--- src/rtl/uart_rx_ctrl.sv ---
// uart_rx_ctrl: receive sequencer for an oversampled UART.
// Synchronizes rx, finds the start bit, samples every bit at mid-period with
// an oversample tick counter, assembles LSB-first data, checks the stop bit
// and hands words to the consumer through a rx_valid/rd_ack handshake.
// Optional feature: define UART_RX_PARITY_EN to add a parity bit between the
// data and stop bits (input parity_odd_sel: 0 = even, 1 = odd).
module uart_rx_ctrl #(
  parameter int DATA_BITS  = 8,
  parameter int OVERSAMPLE = 16
) (
  input  logic                 clk,
  input  logic                 reset,
  input  logic                 baud_tick,
  input  logic                 rx,
  input  logic                 rd_ack,
`ifdef UART_RX_PARITY_EN
  input  logic                 parity_odd_sel,
`endif
  output logic [DATA_BITS-1:0] rx_data,
  output logic                 rx_valid,
  output logic                 frame_err,
  output logic                 parity_err,
  output logic                 overrun,
  output logic                 busy
);

  localparam int CW = $clog2(OVERSAMPLE);
  localparam int BW = $clog2(DATA_BITS);
  localparam logic [CW-1:0] HALF_LAST = CW'(OVERSAMPLE / 2 - 1);
  localparam logic [CW-1:0] FULL_LAST = CW'(OVERSAMPLE - 1);
  localparam logic [BW-1:0] LAST_BIT  = BW'(DATA_BITS - 1);

  typedef enum logic [2:0] {
    S_IDLE,
    S_START,
    S_DATA,
`ifdef UART_RX_PARITY_EN
    S_PARITY,
`endif
    S_STOP,
    S_BREAK
  } state_t;

`ifdef UART_RX_PARITY_EN
  localparam state_t AFTER_DATA = S_PARITY;
`else
  localparam state_t AFTER_DATA = S_STOP;
`endif

  state_t                 state;
  state_t                 state_next;
  logic                   rx_meta;
  logic                   rxs;
  logic [CW-1:0]          cnt;
  logic [BW-1:0]          bit_idx;
  logic [DATA_BITS-1:0]   shreg;
  logic                   sample;
  logic                   load;
  logic                   ferr_set;
`ifdef UART_RX_PARITY_EN
  logic                   par_bit;
  logic                   par_bad;
  logic                   perr_set;
`endif

  // Two-flop synchronizer; resets to the idle (high) line level.
  always_ff @(posedge clk or negedge reset) begin
    // NOTE: sequential state uses non-blocking assignments so every flop samples pre-edge values.
    if (!reset) begin
      rx_meta <= 1'b1;
      rxs     <= 1'b1;
    end else begin
      rx_meta <= rx;
      rxs     <= rx_meta;
    end
  end

  // State register.
  always_ff @(posedge clk or negedge reset) begin
    if (!reset) state <= S_IDLE;
    else        state <= state_next;
  end

  // Next-state logic: each sampling state advances only on its sample point.
  always_comb begin
    state_next = state;
    case (state)
      S_IDLE:   if (!rxs) state_next = S_START;
      S_START:  if (sample) state_next = rxs ? S_IDLE : S_DATA;
      S_DATA:   if (sample && (bit_idx == LAST_BIT)) state_next = AFTER_DATA;
`ifdef UART_RX_PARITY_EN
      S_PARITY: if (sample) state_next = S_STOP;
`endif
      S_STOP:   if (sample) state_next = rxs ? S_IDLE : S_BREAK;
      S_BREAK:  if (rxs) state_next = S_IDLE;
      default:  state_next = S_IDLE;
    endcase
  end

`ifdef UART_RX_PARITY_EN
  // Received parity must make the total count of ones even (odd when selected).
  assign par_bad = ((^shreg) ^ par_bit) != parity_odd_sel;
`endif

  // Output decode: sample points and the actions taken at the stop sample.
  always_comb begin
    // NOTE: every combinational output gets a default first, so no path can infer a latch.
    sample   = 1'b0;
    load     = 1'b0;
    ferr_set = 1'b0;
`ifdef UART_RX_PARITY_EN
    perr_set = 1'b0;
`endif
    case (state)
      S_START:  sample = baud_tick && (cnt == HALF_LAST);
      S_DATA:   sample = baud_tick && (cnt == FULL_LAST);
`ifdef UART_RX_PARITY_EN
      S_PARITY: sample = baud_tick && (cnt == FULL_LAST);
`endif
      S_STOP:   sample = baud_tick && (cnt == FULL_LAST);
      default:  sample = 1'b0;
    endcase
    if ((state == S_STOP) && sample) begin
      ferr_set = !rxs;
`ifdef UART_RX_PARITY_EN
      perr_set = par_bad;
      load     = rxs && !par_bad;
`else
      load     = rxs;
`endif
    end
  end

  // Tick counter, bit index and shift register.
  always_ff @(posedge clk or negedge reset) begin
    if (!reset) begin
      cnt     <= '0;
      bit_idx <= '0;
      shreg   <= '0;
`ifdef UART_RX_PARITY_EN
      par_bit <= 1'b0;
`endif
    end else begin
      // Restart timing on every state entry and after every sample.
      if ((state_next != state) || sample || (state == S_IDLE) || (state == S_BREAK))
        cnt <= '0;
      else if (baud_tick)
        cnt <= cnt + CW'(1);

      if (state == S_START)
        bit_idx <= '0;
      else if ((state == S_DATA) && sample)
        bit_idx <= bit_idx + BW'(1);

      // LSB arrives first, so shifting in at the MSB leaves it at bit 0.
      if ((state == S_DATA) && sample)
        shreg <= {rxs, shreg[DATA_BITS-1:1]};

`ifdef UART_RX_PARITY_EN
      if ((state == S_PARITY) && sample)
        par_bit <= rxs;
`endif
    end
  end

  // Consumer-facing registers: word, handshake, flags and busy.
  always_ff @(posedge clk or negedge reset) begin
    if (!reset) begin
      rx_data   <= '0;
      rx_valid  <= 1'b0;
      frame_err <= 1'b0;
      overrun   <= 1'b0;
      busy      <= 1'b0;
    end else begin
      frame_err <= ferr_set;
      overrun   <= load && rx_valid && !rd_ack;
      busy      <= (state_next != S_IDLE);
      // A fresh word wins over a same-cycle acknowledge.
      if (load) begin
        rx_data  <= shreg;
        rx_valid <= 1'b1;
      end else if (rd_ack && rx_valid) begin
        rx_valid <= 1'b0;
      end
    end
  end

`ifdef UART_RX_PARITY_EN
  // Parity error pulse, aligned with the cycle the word would have loaded.
  always_ff @(posedge clk or negedge reset) begin
    if (!reset) parity_err <= 1'b0;
    else        parity_err <= perr_set;
  end
`else
  assign parity_err = 1'b0;
`endif

endmodule

--- config.mk ---
export PLATFORM = sky130hd
export DESIGN_NAME = uart_rx_ctrl
export DESIGN_NICKNAME = d
export VERILOG_FILES = /design/src/rtl/uart_rx_ctrl.sv
export SDC_FILE = /design/constraint.sdc
export NUM_CORES = 1
export LEC_CHECK = 0
export ABC_AREA = 1
export CORE_UTILIZATION = 25
export DETAILED_ROUTE_END_ITERATION = 10
export DONT_BUFFER_PORTS = 1
export SLEW_MARGIN = 20
export SYNTH_ARGS = -nofsm -noshare
export SYNTH_HDL_FRONTEND = slang
export SYNTH_SLANG_ARGS = --single-unit
--- constraint.sdc ---
create_clock -name clk -period 1.56 [get_ports clk]
set_input_delay 0.234 -clock clk [delete_from_list [all_inputs] [get_ports clk]]
set_output_delay 0.234 -clock clk [all_outputs]
set_load 0.02 [all_outputs]
==> out/metrics.yaml <==
power_and_ir_drop:
  power_switching_w: 0.0007314
  peakVddDrop_v: 0.0006123
  switching_share_pct: 32.52
  power_density_mw_per_mm2: 1280
  p_leak_nw: 0.8472
  p_int_w: 0.001518
  clkPwrFrac_pct: 28.6
  share_comb_of_total_power_pct: 25.9
  pwr-share-seq_pct: 45.5
worst_setup_path:
  start_kind: "flop"
  critPathKind: "flop to flop"
  r2r-start: "cnt[1]$_DFFE_PN0P_"
  worstPathMaxFanout: 9
  worstPathRequired_ns: 1.73
  arrival_ns: 1.71
  startpoint: "cnt[1]$_DFFE_PN0P_"
  end_kind: "flop"
floorplanning:
  dieArea_mm2: 0.005996
  core_area_mm2: 0.005507
  initial_core_util_pct: 25.84
  dieHeight_um: 77.44
  pin_count: 18
  num_rows: 27
  chipWidth_um: 77.44
final_layout:
  layout-drive-gt1-share_pct: 25.75
  syn_to_final_growth_pct: 23.57
  final_core_util_pct: 31.92
  final_area_mm2: 0.001758
  diodes: 0
  num-nets-final: 174
synth:
  synthTopCellsByArea: "dfrtp_1, nand2_1, inv_1, o21ai_2, dfstp_2"
  synth_flop_cell: "dfrtp_1"
  ys_warn_count: 0
  avgSynthCellArea_um2: 9.678
  synthCells: 147
  yosysUniqueCellTypes: 25
  async_flop_share_pct: 100.0
  synth_enable_flop_cells: 0
  ys_seq_area_share_pct: 56.46
  synthesis.nets: 155
  ys_ff_latch: 32
  yosys.cell_count.top_type: "nand2_1"
  synth_commonest_cells: "nand2_1, dfrtp_1, inv_1"
  synth_area_mm2: 0.001423
  synth_top_area_share_pct: 52.77
  synth_area_leader_cell: "dfrtp_1"
routing:
  dr.pass1.iters: 4
  wl_per_cell_um: 11.23
  drt_wl_total_um: 2684
  vias_per_cell: 4.176
  drc: 0
  antenna_left: 0
  vias: 998
  drt_iter0_markers: 83
sta:
  worst_clock_skew_ns: 0.003455
  slew_violations: 0
  hold_slack_ns: 0.04469
  grt_setup_unrepaired: "yes"
  finalHoldViolations: 0
  finalCriticalPeriod_ns: 1.540
  max_freq_mhz: 649.2
  period_share_pct: 98.74
  setup_viol: 0
  worst_slack_ns: 0.01967
placed_design:
  io_buffer_count: 0
  dp_slack_ns: 0.03454
  dp_hpwl_um: 1534
  placed_area_mm2: 0.001486
  gp_congestion: 0.7767
clocking:
  root_buffer: "clkbuf_8"
  clockBufferDepth: 2
  htree_num_levels: 2
  cts_sinks: 32
  clk_pin_slew_ns: 0.06
  cts_tree: "done"
  clkLatencyLatePin_ns: 0.28
  cts_made_buffers: 5
outcome:
  status: "completed"
grt:
  gr-total-overflow: 0
  grt_max_degree: 33
  grt_pass1_vias: 866
  antenna_found_initial: 0
  grt_pass1_wl_um: 3829
  grt.total_usage_pct: 8.273
run:
  drv_cap: 0
min_path:
  hold_class: "input port to flop"
  hold_start: "rd_ack"
## routing by layer
| layer | share of wire [%] | global-route usage, % | wire length, um | vias to the layer above |
|---|---|---|---|---|
| met3 | 4.4 | 3.765 | 118 | 7 |
| met4 | 1.8 | 3.962 | 47 | 0 |
| met1 | 46 | 10.69 | 1236 | 468 |
| li1 | - | - | - | 503 |
| met5 | 0 | 0 | 0 | - |
| met2 | 48 | 11.59 | 1282 | 20 |
## logic make-up (layout without fill, tap and decap cells)
kind of cell,Yosys count,in the layout,synth area share (%)
AND/OR/NAND/NOR,59,62,19.09
flip-flops,32,32,56.46
buffers and inverters,28,45,9.235
AO/OA/AOI/OAI,21,21,10.38
adder cells (fa/ha/maj),3,3,2.639
XOR/XNOR,2,2,1.232
other,1,1,0.2636
multiplexers,1,1,0.7036
## metrics by stage
step | power (W) | std cells | setup TNS (ns)
after CTS | 0.002113 | 228 | 0
after floorplan | 0.001336 | 147 | 0
after global placement | 0.001424 | 217 | 0
after global routing | 0.002408 | 239 | -0.8537
after detailed placement | 0.001428 | 217 | 0
final | 0.002249 | 239 | 0
## cell usage in the layout, fill, tap and decap left out, types with 2 or more instances in the layout
cell	n
nand3_4	2
dlygate4sd3_1	3
ha_1	2
nand2_1	31
o21ai_0	7
o21ai_2	9
inv_1	21
nand4_1	3
nand2_4	2
buf_12	2
nand3_1	8
o21ai_1	2
dfstp_2	2
clkbuf_1	2
nand2_2	2
nor2_4	2
inv_2	3
nor2_1	9
buf_4	7
clkbuf_8	6
dfrtp_1	30
## power groups by stage
| stage | Combinational, W | Sequential (W) | Clock (W) |
|---|---|---|---|
| after floorplan | 0.000318 | 0.00102 | 0 |
| after global placement | 0.000394 | 0.00103 | 0 |
| after detailed placement | 0.000398 | 0.00103 | 0 |
| after CTS | 0.000428 | 0.00102 | 0.000668 |
| after global routing | 0.000660 | 0.00103 | 0.000718 |
| final | 0.000582 | 0.00102 | 0.000644 |
## sequential cells by signal, indices dropped and copies added, names as in the netlist
name / flops
rx_data: 8
shreg: 8
cnt: 4
bit_idx: 3
state: 3
busy: 1
frame_err: 1
overrun: 1
rx_meta: 1
rx_valid: 1
rxs: 1
## worst paths after layout
path,slack [ns],to,cells after the start
setup / recovery,0.02,rx_data[3]$_DFFE_PN0P_,9
hold reg to reg,0.36,rxs$_DFF_PN1_,0
setup reg to reg,0.02,rx_data[3]$_DFFE_PN0P_,9
max in group asynchronous,0.92,rxs$_DFF_PN1_,2
min in group asynchronous,0.39,frame_err$_DFF_PN0_,2
hold / removal,0.04,rx_valid$_DFFE_PN0P_,1
## worst max-delay path, cell delays in order (launching register included)
cell and delay (ns):
dfrtp_1 0.37, ha_2 0.18, nand2_2 0.07, nor2_4 0.13
inv_2 0.06, a21oi_4 0.17, buf_12 0.14, nand3_4 0.14
nand2_1 0.11, o21ai_2 0.06
## final cells by class
type                            instances  area (um^2)
Tap cell                               72        90.09
Fill cell                             555         3749
Timing Repair Buffer                   13        133.9
Inverter                               24        90.09
Sequential cell                        32        803.3
Clock buffer                            8        90.09
Multi-Input combinational cell         90        550.5
## what timing repair did
action,4_1_cts,5_1_grt
setup endpoints to repair,0,26
buffers inserted,0,7
resized for setup,0,12
hold buffers,3,1
endpoints found under the hold margin,33,1
Power figures use the tool's default switching activity.
